[src/rtl/multicycle_ctrl_if.sv]
// Signal bundle between the multicycle ARM controller and its datapath/memories.
// The master side is the controller; the slave side is the datapath and memory model.
interface multicycle_ctrl_if #(
   parameter int ALUCTRL_W = 2
);
   logic [19:0]          Instr;
   logic [3:0]           ALUFlags;
   logic                 MemReady;
   logic                 MemReq;
   logic                 MemWrite;
   logic                 PCWrite;
   logic                 RegWrite;
   logic                 IRWrite;
   logic                 AdrSrc;
   logic [1:0]           RegSrc;
   logic [1:0]           ALUSrcA;
   logic [1:0]           ALUSrcB;
   logic [1:0]           ResultSrc;
   logic [1:0]           ImmSrc;
   logic [ALUCTRL_W-1:0] ALUControl;
   logic [3:0]           State;

   modport master (
      input  Instr, ALUFlags, MemReady,
      output MemReq, MemWrite, PCWrite, RegWrite, IRWrite, AdrSrc,
             RegSrc, ALUSrcA, ALUSrcB, ResultSrc, ImmSrc, ALUControl, State
   );

   modport slave (
      output Instr, ALUFlags, MemReady,
      input  MemReq, MemWrite, PCWrite, RegWrite, IRWrite, AdrSrc,
             RegSrc, ALUSrcA, ALUSrcB, ResultSrc, ImmSrc, ALUControl, State
   );
endinterface

[src/rtl/multicycle_ctrl.sv]
// Multicycle ARM control unit: instruction decode, main FSM, NZCV flag register and
// condition check, with request/ready memory handshaking.
module multicycle_ctrl #(
   parameter int ALUCTRL_W     = 2,
   parameter bit MEM_HANDSHAKE = 1'b1
) (
   input  logic              clk,
   input  logic              reset,
   multicycle_ctrl_if.master bus
);
   typedef enum logic [3:0] {
      FETCH  = 4'd0, DECODE = 4'd1, MEMADR = 4'd2, MEMRD = 4'd3, MEMWB  = 4'd4,
      MEMWR  = 4'd5, EXECR  = 4'd6, EXECI  = 4'd7, ALUWB = 4'd8, BRANCH = 4'd9
   } state_t;

   localparam logic [ALUCTRL_W-1:0] ALU_ADD = ALUCTRL_W'(0);
   localparam logic [ALUCTRL_W-1:0] ALU_SUB = ALUCTRL_W'(1);
   localparam logic [ALUCTRL_W-1:0] ALU_AND = ALUCTRL_W'(2);
   localparam logic [ALUCTRL_W-1:0] ALU_ORR = ALUCTRL_W'(3);
   localparam logic [ALUCTRL_W-1:0] ALU_EOR = ALUCTRL_W'(4);

   state_t               state_q, state_d;
   logic [3:0]           flags_q, flags_d;
   logic                 condexr_q, condexr_d;

   logic [1:0]           op;
   logic [3:0]           cmd, cond, rd;
   logic                 i_bit, s_bit, u_bit;
   logic                 rdy, condex_now, nw_eff;
   logic                 nowrite, legal, upd_cv, s_eff;
   logic [ALUCTRL_W-1:0] alu_cmd, alu_sel;
   logic                 memreq, irwrite, pcwrite, memwrite, regw, adrsrc;
   logic [1:0]           alusrca, alusrcb, resultsrc;
   logic                 unused_rn;

   // Instr holds bits [31:12] of the instruction, so field positions are offset by 12.
   assign cond      = bus.Instr[19:16];
   assign op        = bus.Instr[15:14];
   assign i_bit     = bus.Instr[13];
   assign cmd       = bus.Instr[12:9];
   assign u_bit     = bus.Instr[11];
   assign s_bit     = bus.Instr[8];
   assign rd        = bus.Instr[3:0];
   assign unused_rn = ^bus.Instr[7:4];

   assign rdy = bus.MemReady | ~MEM_HANDSHAKE;

   function automatic logic cond_check(input logic [3:0] c, input logic [3:0] f);
      logic n, z, cy, v;
      {n, z, cy, v} = f;
      case (c)
         4'b0000: cond_check = z;
         4'b0001: cond_check = ~z;
         4'b0010: cond_check = cy;
         4'b0011: cond_check = ~cy;
         4'b0100: cond_check = n;
         4'b0101: cond_check = ~n;
         4'b0110: cond_check = v;
         4'b0111: cond_check = ~v;
         4'b1000: cond_check = cy & ~z;
         4'b1001: cond_check = ~cy | z;
         4'b1010: cond_check = (n == v);
         4'b1011: cond_check = (n != v);
         4'b1100: cond_check = ~z & (n == v);
         4'b1101: cond_check = z | (n != v);
         4'b1110: cond_check = 1'b1;
         default: cond_check = 1'b0;
      endcase
   endfunction

   assign condex_now = cond_check(cond, flags_q);

   // Cmd decode; CMP keeps NoWrite set and forces the S bit so it always updates flags.
   always_comb begin
      alu_cmd = ALU_ADD;
      nowrite = 1'b1;
      legal   = 1'b0;
      upd_cv  = 1'b0;
      s_eff   = s_bit;
      case (cmd)
         4'b0100: begin legal = 1'b1; nowrite = 1'b0; upd_cv = 1'b1; end
         4'b0010: begin alu_cmd = ALU_SUB; legal = 1'b1; nowrite = 1'b0; upd_cv = 1'b1; end
         4'b0000: begin alu_cmd = ALU_AND; legal = 1'b1; nowrite = 1'b0; end
         4'b1100: begin alu_cmd = ALU_ORR; legal = 1'b1; nowrite = 1'b0; end
         4'b0001: if (ALUCTRL_W == 3) begin
            alu_cmd = ALU_EOR; legal = 1'b1; nowrite = 1'b0;
         end
         4'b1010: if (ALUCTRL_W == 3) begin
            alu_cmd = ALU_SUB; legal = 1'b1; upd_cv = 1'b1; s_eff = 1'b1;
         end
         default: ;
      endcase
   end

   // Memory instructions reuse the Cmd bit positions for P/U/B/W, so NoWrite only applies to data processing.
   assign nw_eff = (op == 2'b00) ? nowrite : 1'b0;

   always_ff @(posedge clk or negedge reset) begin
      if (!reset) begin
         state_q   <= FETCH;
         flags_q   <= 4'b0000;
         condexr_q <= 1'b0;
      end else begin
         state_q   <= state_d;
         flags_q   <= flags_d;
         condexr_q <= condexr_d;
      end
   end

   always_comb begin
      state_d   = state_q;
      flags_d   = flags_q;
      condexr_d = condexr_q;
      memreq    = 1'b0;
      irwrite   = 1'b0;
      pcwrite   = 1'b0;
      memwrite  = 1'b0;
      regw      = 1'b0;
      adrsrc    = 1'b0;
      alusrca   = 2'b00;
      alusrcb   = 2'b00;
      resultsrc = 2'b00;
      alu_sel   = ALU_ADD;
      case (state_q)
         FETCH: begin
            memreq    = 1'b1;
            alusrca   = 2'b01;
            alusrcb   = 2'b10;
            resultsrc = 2'b10;
            irwrite   = rdy;
            pcwrite   = rdy;
            if (rdy) state_d = DECODE;
         end
         DECODE: begin
            alusrca   = 2'b01;
            alusrcb   = 2'b10;
            resultsrc = 2'b10;
            condexr_d = condex_now;
            case (op)
               2'b01:   state_d = MEMADR;
               2'b00:   state_d = i_bit ? EXECI : EXECR;
               2'b10:   state_d = BRANCH;
               default: state_d = FETCH;
            endcase
         end
         MEMADR: begin
            alusrcb = 2'b01;
            alu_sel = u_bit ? ALU_ADD : ALU_SUB;
            state_d = s_bit ? MEMRD : MEMWR;
         end
         MEMRD: begin
            memreq = 1'b1;
            adrsrc = 1'b1;
            if (rdy) state_d = MEMWB;
         end
         MEMWB: begin
            resultsrc = 2'b01;
            regw      = 1'b1;
            state_d   = FETCH;
         end
         MEMWR: begin
            memreq   = 1'b1;
            adrsrc   = 1'b1;
            memwrite = condexr_q;
            if (rdy) state_d = FETCH;
         end
         EXECR, EXECI: begin
            alusrcb = (state_q == EXECI) ? 2'b01 : 2'b00;
            alu_sel = alu_cmd;
            state_d = ALUWB;
            if (condexr_q && s_eff && legal) begin
               flags_d[3:2] = bus.ALUFlags[3:2];
               if (upd_cv) flags_d[1:0] = bus.ALUFlags[1:0];
            end
         end
         ALUWB: begin
            regw    = 1'b1;
            state_d = FETCH;
         end
         BRANCH: begin
            alusrca   = 2'b10;
            alusrcb   = 2'b01;
            resultsrc = 2'b10;
            pcwrite   = condexr_q;
            state_d   = FETCH;
         end
         default: state_d = FETCH;
      endcase
      if (regw && (rd == 4'hF)) pcwrite = condexr_q & ~nw_eff;
   end

   // Strobes are gated by reset so a write or request cannot leak while reset is held.
   assign bus.MemReq     = memreq & reset;
   assign bus.IRWrite    = irwrite & reset;
   assign bus.PCWrite    = pcwrite & reset;
   assign bus.MemWrite   = memwrite & reset;
   assign bus.RegWrite   = regw & condexr_q & ~nw_eff & reset;
   assign bus.AdrSrc     = adrsrc;
   assign bus.ALUSrcA    = alusrca;
   assign bus.ALUSrcB    = alusrcb;
   assign bus.ResultSrc  = resultsrc;
   assign bus.ALUControl = alu_sel;
   assign bus.ImmSrc     = op;
   assign bus.RegSrc     = {op == 2'b01, op == 2'b10};
   assign bus.State      = state_q;
endmodule

[src/flat_wrapper.sv]
// flat-port wrapper written by rule: the top's interface ports become plain ports
module multicycle_ctrl_flat 
#(
   parameter int ALUCTRL_W     = 2,
   parameter bit MEM_HANDSHAKE = 1'b1
)
  (clk, reset, bus_Instr, bus_ALUFlags, bus_MemReady, bus_MemReq, bus_MemWrite, bus_PCWrite, bus_RegWrite, bus_IRWrite, bus_AdrSrc, bus_RegSrc, bus_ALUSrcA, bus_ALUSrcB, bus_ResultSrc, bus_ImmSrc, bus_ALUControl, bus_State);
  multicycle_ctrl_if #(.ALUCTRL_W(ALUCTRL_W)) bus_i ();
  input  logic clk;
  input  logic reset;
  input wire logic [$bits(bus_i.Instr)-1:0] bus_Instr;
  input wire logic [$bits(bus_i.ALUFlags)-1:0] bus_ALUFlags;
  input wire logic [$bits(bus_i.MemReady)-1:0] bus_MemReady;
  output wire logic [$bits(bus_i.MemReq)-1:0] bus_MemReq;
  output wire logic [$bits(bus_i.MemWrite)-1:0] bus_MemWrite;
  output wire logic [$bits(bus_i.PCWrite)-1:0] bus_PCWrite;
  output wire logic [$bits(bus_i.RegWrite)-1:0] bus_RegWrite;
  output wire logic [$bits(bus_i.IRWrite)-1:0] bus_IRWrite;
  output wire logic [$bits(bus_i.AdrSrc)-1:0] bus_AdrSrc;
  output wire logic [$bits(bus_i.RegSrc)-1:0] bus_RegSrc;
  output wire logic [$bits(bus_i.ALUSrcA)-1:0] bus_ALUSrcA;
  output wire logic [$bits(bus_i.ALUSrcB)-1:0] bus_ALUSrcB;
  output wire logic [$bits(bus_i.ResultSrc)-1:0] bus_ResultSrc;
  output wire logic [$bits(bus_i.ImmSrc)-1:0] bus_ImmSrc;
  output wire logic [$bits(bus_i.ALUControl)-1:0] bus_ALUControl;
  output wire logic [$bits(bus_i.State)-1:0] bus_State;
  assign bus_i.Instr = bus_Instr;
  assign bus_i.ALUFlags = bus_ALUFlags;
  assign bus_i.MemReady = bus_MemReady;
  assign bus_MemReq = bus_i.MemReq;
  assign bus_MemWrite = bus_i.MemWrite;
  assign bus_PCWrite = bus_i.PCWrite;
  assign bus_RegWrite = bus_i.RegWrite;
  assign bus_IRWrite = bus_i.IRWrite;
  assign bus_AdrSrc = bus_i.AdrSrc;
  assign bus_RegSrc = bus_i.RegSrc;
  assign bus_ALUSrcA = bus_i.ALUSrcA;
  assign bus_ALUSrcB = bus_i.ALUSrcB;
  assign bus_ResultSrc = bus_i.ResultSrc;
  assign bus_ImmSrc = bus_i.ImmSrc;
  assign bus_ALUControl = bus_i.ALUControl;
  assign bus_State = bus_i.State;
  multicycle_ctrl #(.ALUCTRL_W(ALUCTRL_W), .MEM_HANDSHAKE(MEM_HANDSHAKE)) u_core (.clk(clk), .reset(reset), .bus(bus_i));
endmodule
[config.mk]
export PLATFORM = sky130hd
export DESIGN_NAME = multicycle_ctrl_flat
export DESIGN_NICKNAME = d
export VERILOG_FILES = /design/src/rtl/multicycle_ctrl_if.sv /design/src/rtl/multicycle_ctrl.sv /design/src/flat_wrapper.sv
export SDC_FILE = /design/constraint.sdc
export NUM_CORES = 1
export LEC_CHECK = 0
export ABC_AREA = 1
export CAP_MARGIN = 10
export CORE_MARGIN = 3
export CORE_UTILIZATION = 42
export CTS_BUF_LIST = sky130_fd_sc_hd__clkbuf_16
export CTS_CLUSTER_SIZE = 14
export DETAILED_ROUTE_END_ITERATION = 12
export PLACE_DENSITY = 0.85
export SYNTH_ARGS = -nofsm -noshare
export SYNTH_HDL_FRONTEND = slang
export SYNTH_SLANG_ARGS = --single-unit
[constraint.sdc]
create_clock -name clk -period 2 [get_ports clk]
set_input_delay 0.4 -clock clk [delete_from_list [all_inputs] [get_ports clk]]
set_output_delay 0.4 -clock clk [all_outputs]
set_load 0.02 [all_outputs]
==> impl_metrics.env <==
export IMPL_status="finished clean"
export IMPL_place_hpwl_microns=2450
export IMPL_critical_path_class="reg2out"
export IMPL_crit_arrival_ns=1.58
export IMPL_n_antenna_cell=0
export IMPL_synthTopCellsByArea="dfrtp_1 24%, nand2_1 22%, inv_1 11%, nor2_1 7.6%, nand3_1 7.0%"
export IMPL_hold_path_class="in2async"
export IMPL_drv_cap=0
export IMPL_io_buffers=44
export IMPL_setup_violations=0
export IMPL_clock_path_buffers=2
export IMPL_die_w_microns=53.2
export IMPL_dr_pass1_iters=4
export IMPL_std_cell_rows=16
export IMPL_nFillCells=157
export IMPL_multi_input_area_sq_um=598
export IMPL_final_nets=264
export IMPL_clock_fmax_ghz=0.506
export IMPL_crit_chain="nor2_4 -> nand3_1 -> o22ai_1 -> clkdlybuf4s15_1"
export IMPL_cts_root_buf="clkbuf_16"
export IMPL_topRoutingLayerUsed="met4"
export IMPL_grt_pass1_wl_microns=5440
export IMPL_post_place_cells=257
export IMPL_worst_slew_pin_slew_ns=0.264
export IMPL_viasPerCell=5.00
export IMPL_drc=0
export IMPL_dieArea_sq_um=2830
export IMPL_overflow=0
export IMPL_start_util_pct=45.8
export IMPL_p_comb_share_pct=61.8
export IMPL_drv_slew=0
export IMPL_synth_cells=163
export IMPL_grt_max_degree=12
export IMPL_cp_slowest_cell="dfrtp_2"
export IMPL_final_common_cell="nand2_1"
export IMPL_synth_area_sq_um=936
export IMPL_cp_buffers_inverters=1
export IMPL_clkPwrFrac_pct=21.3
export IMPL_fin_worst_skew_ns=0.00397
export IMPL_irDropWorstVdd_mv=1.15
export IMPL_synthMuxAreaShare_pct=0
export IMPL_start_kind="flip-flop"
export IMPL_die_y_microns=53.2
export IMPL_drt_iter0_drc=26
export IMPL_cts_htree_levels=1
export IMPL_endpoint_kind="primary output"
export IMPL_boundaryPins=49
export IMPL_slew_headroom_pct=82.3
export IMPL_critPathTopFamily="flip-flops"
export IMPL_pwr_share_seq_pct=16.9
export IMPL_route_met3_wl_microns=170
export IMPL_crit_path_max_incr_delay_ns=0.44
export IMPL_crit_required_ns=1.60
export IMPL_p_switching_uw=761
export IMPL_yosys_area_top_type_share_pct=24.1
export IMPL_synth_top_family_by_area="simple AND/OR/NAND/NOR gates"
export IMPL_synth_compound_area_share_pct=10.4
export IMPL_yosys_register_bits=9
export IMPL_path_clk_slew_ns=0.04
export IMPL_fp_coreArea_sq_um=2040
export IMPL_synth_distinct_cells=27
export IMPL_syn_to_final_growth_pct=78.2
export IMPL_power_density_nw_per_um2=1020
export IMPL_tritoncts="built"
export IMPL_finalCoreUtilization_pct=81.7
export IMPL_synthSimpleGateAreaFrac_pct=50.5
export IMPL_hold_buffers=0
export IMPL_synth_top_cell_by_area="dfrtp_1"
export IMPL_synth_xor_area_share_pct=0
export IMPL_finalCritPeriodShare_pct=98.8
export IMPL_finalWirelength_microns=3450
export IMPL_synthAdderAreaFrac_pct=0
export IMPL_cts_sinks=9
export IMPL_period_minus_slack_ns=1.98
export IMPL_clk_latency_ns=0.24
export IMPL_wl_met1_microns=1460
export IMPL_ys_seq_area_share_pct=24.1
export IMPL_ys_warn_count=0
export IMPL_grt_setup_unrepaired="yes"
export IMPL_grt_use_total_pct=25.7
export IMPL_synth_avg_cell_area_sq_um=5.74
export IMPL_layout_drive_gt1_share_pct=27.1
export IMPL_cts_buffers=3
export IMPL_worstPathMaxFanout=4
export IMPL_antenna_found_initial=0
export IMPL_place_congestion=0.922
export IMPL_hold_viol_final=0
export IMPL_antenna_left=0
export IMPL_via_count=1316
export IMPL_layout_common_cells="53 x nand2_1, 29 x inv_1, 28 x buf_4"
export IMPL_internal_power_uw=945
export IMPL_p_leak_nw=0.911
export IMPL_wl_per_cell_microns=13.1
export IMPL_instances_no_fill=263
export IMPL_grt_pass1_vias=1281
export IMPL_route_met2_wl_microns=1750
export IMPL_synth_nets=190
export IMPL_seq_area_sq_um=228
export IMPL_switching_share_pct=44.6
kinds of logic after synthesis:
family / after synthesis
and+or+nand+nor: 103
DFF: 9
buffers and inverters: 35
AOI/OAI and AO/OA: 16
per-stage QoR:
step | area [sq um] | setup slack [ns] | power [mW] | hold WS (ns) | setup TNS [ns]
after floorplan | 936 | 0.131 | 0.821 | 0.104 | 0
after global placement | 1590 | -0.551 | 1.30 | 0.505 | -2.92
after detailed placement | 1590 | -0.637 | 1.32 | 0.514 | -3.23
after CTS | 1670 | 0.00258 | 1.68 | 0.491 | 0
after global routing | 1670 | -0.0302 | 1.80 | 0.513 | -0.0532
final | 1670 | 0.0250 | 1.71 | 0.491 | 0
sequential cells by signal, summed over array words and instances (netlist names):
register and count:
u_core.condexr_q 1, u_core.bus.State 4, u_core.flags_q 4
metal layers:
metal | vias to the layer above | track usage [%]
met2 | 51 | 43.7
met3 | 8 | 1.97
met5 | - | 0
met4 | 0 | 12.3
met1 | 601 | 32.4
li1 | 656 | -
synth_stat cells:
library cell and n:
nand4_1 1, nand3_2 1, o22ai_1 2, or2_2 1, a21oi_1 2, o21ai_1 6
buf_4 2, inv_2 4, a21oi_2 1, nand3b_1 2, nor2_4 1, nor3_4 2
nand2_2 1, nor3_2 1, nand3_1 13, nor3_1 4, o21ai_0 1, a31oi_1 1
nor2_1 19, dfrtp_1 9, nand2_1 55, nor2_2 2, o221ai_1 1, inv_1 28
buf_2 1, o311ai_1 1, o211ai_1 1
path summary, 6_finish.rpt:
check / start / to / slack (ns) / cells past startpoint
min: reset / u_core.condexr_q / 0.49 / 2
max reg2reg: u_core.bus.State[3] / u_core.flags_q[1] / 0.45 / 8
min reg2reg: u_core.flags_q[3] / u_core.flags_q[3] / 0.55 / 2
max: u_core.bus.State[3] / bus_ALUControl[0] / 0.02 / 4
min in group clk: u_core.flags_q[3] / u_core.flags_q[3] / 0.55 / 2
max in group asynchronous: reset / u_core.bus.State[3] / 1.34 / 2
layout make-up:
type / instances / share of cell area (%)
well taps: 27 / 2.03
clock inverters: 1 / 0.225
multi-input cells: 119 / 35.9
clock buffers: 3 / 4.50
inverters: 32 / 7.20
flip-flops and latches: 9 / 13.7
repair buffers: 72 / 36.5
timing repair:
item | in CTS | in global routing
pin swaps | 5 | 6
gates cloned | 0 | 0
resized for setup | 42 | 19
setup endpoints to repair | 18 | 9
buffers inserted | 1 | 1
power groups by stage:
stage / clock network, mW / registers [mW] / logic, mW
CTS: 0.358 / 0.283 / 1.04
detailed placement: 0 / 0.277 / 1.05
floorplan: 0 / 0.312 / 0.509
global route: 0.366 / 0.295 / 1.14
global placement: 0 / 0.276 / 1.02
finish: 0.363 / 0.288 / 1.06
(Power assumes the default switching activity.)
